==> src/rtl/gf_digit_mult_seq.sv <==
// gf_digit_mult_seq
//   Digit-serial multiplier/reducer for GF(2^m) and integer operands, with a
//   runtime-selectable field grade m. MUL consumes DIGIT bits of b per cycle,
//   LSB first. RED then clears DIGIT bit positions per cycle, from 2m-1 down to m.
//
//   Operation select (mode):
//     00  carry-less multiply
//     01  integer multiply
//     10  GF(2^m) multiply, then reduce
//     11  reduce reduc_in only
//
//   Ports:
//     clk, rst_n               rising-edge clock, asynchronous active-low reset
//     in_valid / in_ready      request handshake; in_ready is high only in IDLE
//     mode                     operation select (see above)
//     polyn_grade              field grade m; modes 10/11 require 2..DATA_WIDTH
//     polyn_red_in             reduction polynomial; bit m is the leading term
//     reduc_in                 2W-bit operand for mode 11
//     a, b                     multiplier operands
//     out_valid / out_ready    result handshake; res and err hold while stalled
//     res                      2W-bit result; modes 10/11 use only res[m-1:0]
//     err                      illegal grade; meaningful only with out_valid
//     busy                     high whenever the block is not in IDLE
module gf_digit_mult_seq #(
  parameter int DATA_WIDTH = 32,
  parameter int DIGIT      = 4
) (
  input  logic                        clk,
  input  logic                        rst_n,
  input  logic                        in_valid,
  output logic                        in_ready,
  input  logic [1:0]                  mode,
  input  logic [$clog2(DATA_WIDTH):0] polyn_grade,
  input  logic [DATA_WIDTH:0]         polyn_red_in,
  input  logic [2*DATA_WIDTH-1:0]     reduc_in,
  input  logic [DATA_WIDTH-1:0]       a,
  input  logic [DATA_WIDTH-1:0]       b,
  output logic                        out_valid,
  input  logic                        out_ready,
  output logic [2*DATA_WIDTH-1:0]     res,
  output logic                        err,
  output logic                        busy
);

  localparam int W    = DATA_WIDTH;
  localparam int GW   = $clog2(W) + 1;
  localparam int JW   = $clog2(2 * W) + 1;
  localparam int NDIG = W / DIGIT;
  localparam int CW   = $clog2(NDIG + 1);
  localparam logic [CW-1:0]    MUL_LAST = CW'(NDIG - 1);
  localparam logic [2*W-1:0]   ONE_2W   = 1;

  if ((DIGIT < 1) || (DIGIT > W) || ((W % DIGIT) != 0)) begin : g_bad_digit
    $error("gf_digit_mult_seq: DIGIT must lie in 1..DATA_WIDTH and divide DATA_WIDTH");
  end

  typedef enum logic [1:0] {S_IDLE, S_MUL, S_RED, S_DONE} state_t;

  state_t          state, state_nxt;
  logic [1:0]      mode_r;
  logic [GW-1:0]   m_r;
  logic [W:0]      poly_r;
  logic [2*W-1:0]  a_sh;
  logic [W-1:0]    b_sh;
  logic [2*W-1:0]  acc;
  logic [CW-1:0]   cnt;
  logic [JW-1:0]   jpos;
  logic            err_r;

  logic            illegal_in;
  logic            mul_last;
  logic            red_last;
  logic [DIGIT-1:0] digit;
  logic [2*W-1:0]  pp_cl;
  logic [2*W-1:0]  pp_int;
  logic [2*W-1:0]  mul_acc;
  logic [2*W-1:0]  red_acc;
  logic [2*W-1:0]  poly_ext;
  int              red_j;

  // Low-n-bit masks at the three operand widths in use.
  function automatic logic [W-1:0] mask_w(input int n);
    logic [W-1:0] r;
    for (int i = 0; i < W; i++) r[i] = (i < n);
    return r;
  endfunction

  function automatic logic [W:0] mask_p(input int n);
    logic [W:0] r;
    for (int i = 0; i <= W; i++) r[i] = (i < n);
    return r;
  endfunction

  function automatic logic [2*W-1:0] mask_2w(input int n);
    logic [2*W-1:0] r;
    for (int i = 0; i < 2 * W; i++) r[i] = (i < n);
    return r;
  endfunction

  assign illegal_in = mode[1] && ((int'(polyn_grade) < 2) || (int'(polyn_grade) > W));
  assign mul_last   = (cnt == MUL_LAST);
  // jpos is the highest position still to clear. This RED cycle is the last
  // one when its DIGIT-wide window reaches down to position m.
  assign red_last   = (int'(jpos) < (int'(m_r) + DIGIT));

  // MUL step: a_sh already holds a << (DIGIT*k); b_sh[DIGIT-1:0] is digit k.
  always_comb begin
    digit  = b_sh[DIGIT-1:0];
    pp_cl  = '0;
    for (int i = 0; i < DIGIT; i++) begin
      if (digit[i]) pp_cl = pp_cl ^ (a_sh << i);
    end
    pp_int  = a_sh * {{(2*W-DIGIT){1'b0}}, digit};
    // Only modes 00, 01 and 10 run MUL, so mode bit 0 alone selects integer.
    mul_acc = mode_r[0] ? (acc + pp_int) : (acc ^ pp_cl);
  end

  // RED step: up to DIGIT positions chained within one cycle, never below m.
  always_comb begin
    poly_ext = {{(W-1){1'b0}}, poly_r};
    red_acc  = acc;
    red_j    = 0;
    for (int k = 0; k < DIGIT; k++) begin
      red_j = int'(jpos) - k;
      if ((red_j >= int'(m_r)) && (((red_acc >> red_j) & ONE_2W) != '0)) begin
        red_acc = red_acc ^ (poly_ext << (red_j - int'(m_r)));
      end
    end
  end

  // State register
  always_ff @(posedge clk or negedge rst_n) begin
    if (!rst_n) state <= S_IDLE;
    else        state <= state_nxt;
  end

  // Next-state logic
  always_comb begin
    state_nxt = state;
    case (state)
      S_IDLE: begin
        if (in_valid) begin
          if (illegal_in)          state_nxt = S_DONE;
          else if (mode == 2'b11)  state_nxt = S_RED;
          else                     state_nxt = S_MUL;
        end
      end
      S_MUL:  if (mul_last)  state_nxt = (mode_r == 2'b10) ? S_RED : S_DONE;
      S_RED:  if (red_last)  state_nxt = S_DONE;
      S_DONE: if (out_ready) state_nxt = S_IDLE;
      default: state_nxt = S_IDLE;
    endcase
  end

  // Outputs
  always_comb begin
    in_ready  = (state == S_IDLE);
    busy      = (state != S_IDLE);
    out_valid = (state == S_DONE);
    err       = err_r;
    res       = mode_r[1] ? (acc & mask_2w(int'(m_r))) : acc;
  end

  // Accumulator and control registers; acc is reset so that res reads 0.
  always_ff @(posedge clk or negedge rst_n) begin
    if (!rst_n) begin
      acc    <= '0;
      mode_r <= '0;
      m_r    <= '0;
      err_r  <= 1'b0;
      cnt    <= '0;
      jpos   <= '0;
    end else begin
      case (state)
        S_IDLE: begin
          if (in_valid) begin
            mode_r <= mode;
            m_r    <= polyn_grade;
            err_r  <= illegal_in;
            cnt    <= '0;
            jpos   <= JW'(2 * int'(polyn_grade) - 1);
            if ((mode == 2'b11) && !illegal_in)
              acc <= reduc_in & mask_2w(2 * int'(polyn_grade));
            else
              acc <= '0;
          end
        end
        S_MUL: begin
          acc <= mul_acc;
          cnt <= cnt + 1'b1;
        end
        S_RED: begin
          acc  <= red_acc;
          jpos <= jpos - JW'(DIGIT);
        end
        default: ;
      endcase
    end
  end

  // Operand registers; they are always loaded before use, so no reset.
  always_ff @(posedge clk) begin
    if ((state == S_IDLE) && in_valid) begin
      a_sh   <= {{W{1'b0}}, (mode[1] ? (a & mask_w(int'(polyn_grade))) : a)};
      b_sh   <= mode[1] ? (b & mask_w(int'(polyn_grade))) : b;
      poly_r <= polyn_red_in & mask_p(int'(polyn_grade) + 1);
    end else if (state == S_MUL) begin
      a_sh <= a_sh << DIGIT;
      b_sh <= b_sh >> DIGIT;
    end
  end

endmodule
==> config.mk <==
export PLATFORM = sky130hd
export DESIGN_NAME = gf_digit_mult_seq
export DESIGN_NICKNAME = d
export VERILOG_FILES = /design/src/rtl/gf_digit_mult_seq.sv
export SDC_FILE = /design/constraint.sdc
export NUM_CORES = 2
export LEC_CHECK = 0
export BUFFER_PORTS_ARGS = -buffer_cell sky130_fd_sc_hd__clkbuf_2
export CORE_ASPECT_RATIO = 0.5
export CORE_MARGIN = 1.5
export CORE_UTILIZATION = 38
export DETAILED_ROUTE_END_ITERATION = 8
export SLEW_MARGIN = 20
export SYNTH_ARGS = -nofsm -noshare
export SYNTH_HDL_FRONTEND = slang
export SYNTH_SLANG_ARGS = --single-unit
==> constraint.sdc <==
create_clock -name clk -period 8.6 [get_ports clk]
set_input_delay 0.43 -clock clk [delete_from_list [all_inputs] [get_ports clk]]
set_output_delay 0.43 -clock clk [all_outputs]
set_load 0.005 [all_outputs]
==> results.py <==
metrics = {
    "logic_synthesis": {
        "ys_top_cells_by_count": "nand2_1 (844), nor2_1 (488), xnor2_1 (355), a21oi_1 (316), o21ai_0 (309)",
        "synth-seq-area-share_pct": 13.40,
        "yosysUniqueCellTypes": 112,
        "yosysWarningCount": 0,
        "synthFlopType": "edfxtp_1",
        "yosysMostFrequentCell": "nand2_1",
        "synth_area_leaders": "fa_1 (8.7%), nand2_1 (7.4%), xnor2_1 (7.3%), edfxtp_1 (6.8%), mux2i_1 (6.2%)",
        "ys_async_sr_fraction_pct": 40.00,
        "synth_edf_count": 97,
        "synthCells": 5703,
        "syn_nets": 6175,
        "syn_area_sq_um": 42560,
        "ys_ff_latch": 215,
        "synth_top_cell_area_share_pct": 8.748,
        "yosys.area.top_type": "fa_1",
        "avgSynthCellArea_sq_um": 7.463,
    },
    "drt": {
        "m1WireLength_microns": 115000,
        "dr.max_layer_used": "met5",
        "ant_nets": 0,
        "viasPerCell": 6.580,
        "drt_iter0_markers": 8755,
        "met3_length_microns": 44850,
        "vias": 53840,
        "drtPass1Iterations": 8,
        "wl_met2_microns": 106500,
        "finalWirelength_microns": 285800,
        "routedWlPerCell_microns": 34.93,
        "drc": 0,
    },
    "status": {
        "violations": "setup timing",
        "status": "complete, but fails checks",
    },
    "clock_network": {
        "clk_latency_ns": 0.66,
        "cts.htree.levels": 1,
        "clk_pin_slew_ns": 0.08,
        "numCtsBuffers": 25,
        "cts.path.max_buffers": 3,
        "cts-root-buf": "clkbuf_16",
        "cts_sinks": 215,
        "cts_tree": "built",
    },
    "job": {
        "drv_cap": 0,
    },
    "sta": {
        "slew_headroom_pct": 6.707,
        "max_clock_freq_mhz": 111.8,
        "grt_setup_unrepaired": "yes",
        "worst_pin_slew_ns": 1.394,
        "period_minus_slack_ns": 8.947,
        "layout_setup_ws_ns": -0.3468,
        "final.setup_skew_ns": 0.04260,
        "setup_viol_count_final": 64,
        "period_share_pct": 104.0,
        "final_max_slew_viol_count": 0,
        "hold_violations": 0,
    },
    "critical_path": {
        "crit_path_max_incr_delay_ns": 0.88,
        "cp_slowest_cell": "fa_4",
        "path_class": "reg2reg",
        "worstPathArrival_ns": 9.46,
        "cp_max_fo": 7,
        "reg2reg_to": "acc[15]",
        "cp-endpoint": "acc[15]",
        "r2r_start": "jpos[0]",
        "required_ns": 9.11,
        "reg2reg_depth": 36,
        "cp_common_cell": "buf_12",
        "r2r_slack_ns": -0.35,
        "critPathLaunchType": "register",
        "crit_path_end_kind": "register",
        "startpoint": "jpos[0]",
    },
    "cells_and_area": {
        "syn2layout_area_growth_pct": 31.45,
        "multi_input_area_sq_um": 36520,
        "fill_cells": 10740,
        "seq_area_sq_um": 5713,
        "fin_nets": 7124,
        "final_cells": 8183,
        "drive_gt1_share_pct": 27.91,
        "fin_area_sq_um": 55950,
    },
    "global_route": {
        "grt_antenna_before_repair": 29,
        "grt_pass1_vias": 48990,
        "grt_max_degree": 78,
        "grt_pass1_wl_microns": 385400,
        "grt_usage_pct": 47.80,
        "grt_overflow": 0,
    },
    "floorplan": {
        "num_rows": 86,
        "die_w_microns": 476.3,
        "io_pins": 241,
        "die_area_sq_um": 114100,
        "start_util_pct": 38.48,
        "core-area_sq_um": 110600,
        "die_h_microns": 239.7,
    },
    "place": {
        "dp_hpwl_microns": 235900,
        "place_area_sq_um": 52110,
        "port_buffers": 240,
        "routabilityCongestion": 1.178,
        "dpl.cell_count": 8028,
    },
    "worst_hold_path": {
        "hp-class": "in2reg",
    },
}
## area by class of cell
cell class,count,area share (%)
Tap cell,1496,3.345
Sequential cell,215,10.21
Clock inverter,15,0.2818
Inverter,209,1.411
Multi-Input combinational cell,4859,65.27
Timing Repair Buffer,1342,18.18
Clock buffer,31,1.232
Antenna cell,16,0.07156
## cell families after synthesis
logic type	share of synthesized area, %
AND/OR/NAND/NOR	24.87
buffers and inverters	6.009
flip-flops	13.40
XOR/XNOR	11.69
multiplexers	10.10
adder cells (fa/ha/maj)	12.07
AO/OA/AOI/OAI	21.85
## metal layers
metal,vias up,GRT usage (%)
met5,-,2.185
met4,34,25.05
met3,845,20.41
met2,4195,63.24
met1,26440,64.53
li1,22320,-
## repair_timing
| item | in CTS | in global routing |
|---|---|---|
| hold endpoints to repair | 33 | 0 |
| gates resized for setup | 205 | 199 |
| setup endpoints to repair | 64 | 64 |
| buffers inserted | 64 | 28 |
| cloned | 6 | 3 |
| pin swaps | 143 | 113 |
| hold buffers | 1 | 0 |
## worst min-delay path by stage
stage,start,endpoint,slack [ns],cells after the start
finish,reduc_in[52],acc[52],0.08,3
global route,polyn_red_in[31],poly_r[31],0.09,2
CTS,reduc_in[52],acc[52],0.07,3
detailed placement,a_sh[63],a_sh[63],0.48,2
global placement,a_sh[63],a_sh[63],0.48,2
floorplan,rst_n,acc[0],0.13,0
## metrics by stage
step	util, %	TNS (ns)	hold WS (ns)	worst slack (ns)
floorplan	-	0	0.1344	0.003080
global placement	47.11	-22.90	0.4764	-0.6229
finish	50.58	-11.86	0.08392	-0.3468
detailed placement	47.11	-26.01	0.4836	-0.6443
CTS	49.38	-1.447	0.06884	-0.1188
global route	50.55	-15.29	0.08783	-0.3724
## state kept, by name (all words and copies together) (netlist names)
signal	count
cnt	4
b_sh	32
a_sh	64
err	1
acc	64
mode_r	2
state	2
poly_r	33
jpos	7
m_r	6
## critical path, delay by kind of cell (launching register included)
family	cells	cell delay (ns)
fa+ha+maj	2	1.03
simple gates	9	2.04
xor+xnor	3	0.52
buf+inv	9	1.17
compound gates	11	2.49
mux	2	1.07
flops	1	0.43
## layout by cell type (no fill, tap or decap), types with 44 or more instances in the layout
| master | n |
|---|---|
| mux4_2 | 51 |
| a21oi_1 | 294 |
| o211ai_1 | 50 |
| fa_1 | 183 |
| nand2_1 | 837 |
| nand3_1 | 200 |
| nand4_1 | 66 |
| a31oi_1 | 59 |
| nor3_1 | 108 |
| o21ai_0 | 296 |
| xor2_1 | 185 |
| mux2i_1 | 247 |
| inv_1 | 200 |
| clkbuf_2 | 239 |
| a221oi_1 | 44 |
| a21o_1 | 48 |
| nor2_1 | 472 |
| buf_4 | 1020 |
| xnor2_1 | 310 |
| a22oi_1 | 59 |
| ha_1 | 111 |
| dfrtp_1 | 84 |
| and2_1 | 131 |
| edfxtp_1 | 97 |
| and3_1 | 52 |
| o22ai_1 | 69 |
Power is not shown: default switching activity piles up to over one toggle a cycle in this logic, so the estimate is an artifact.
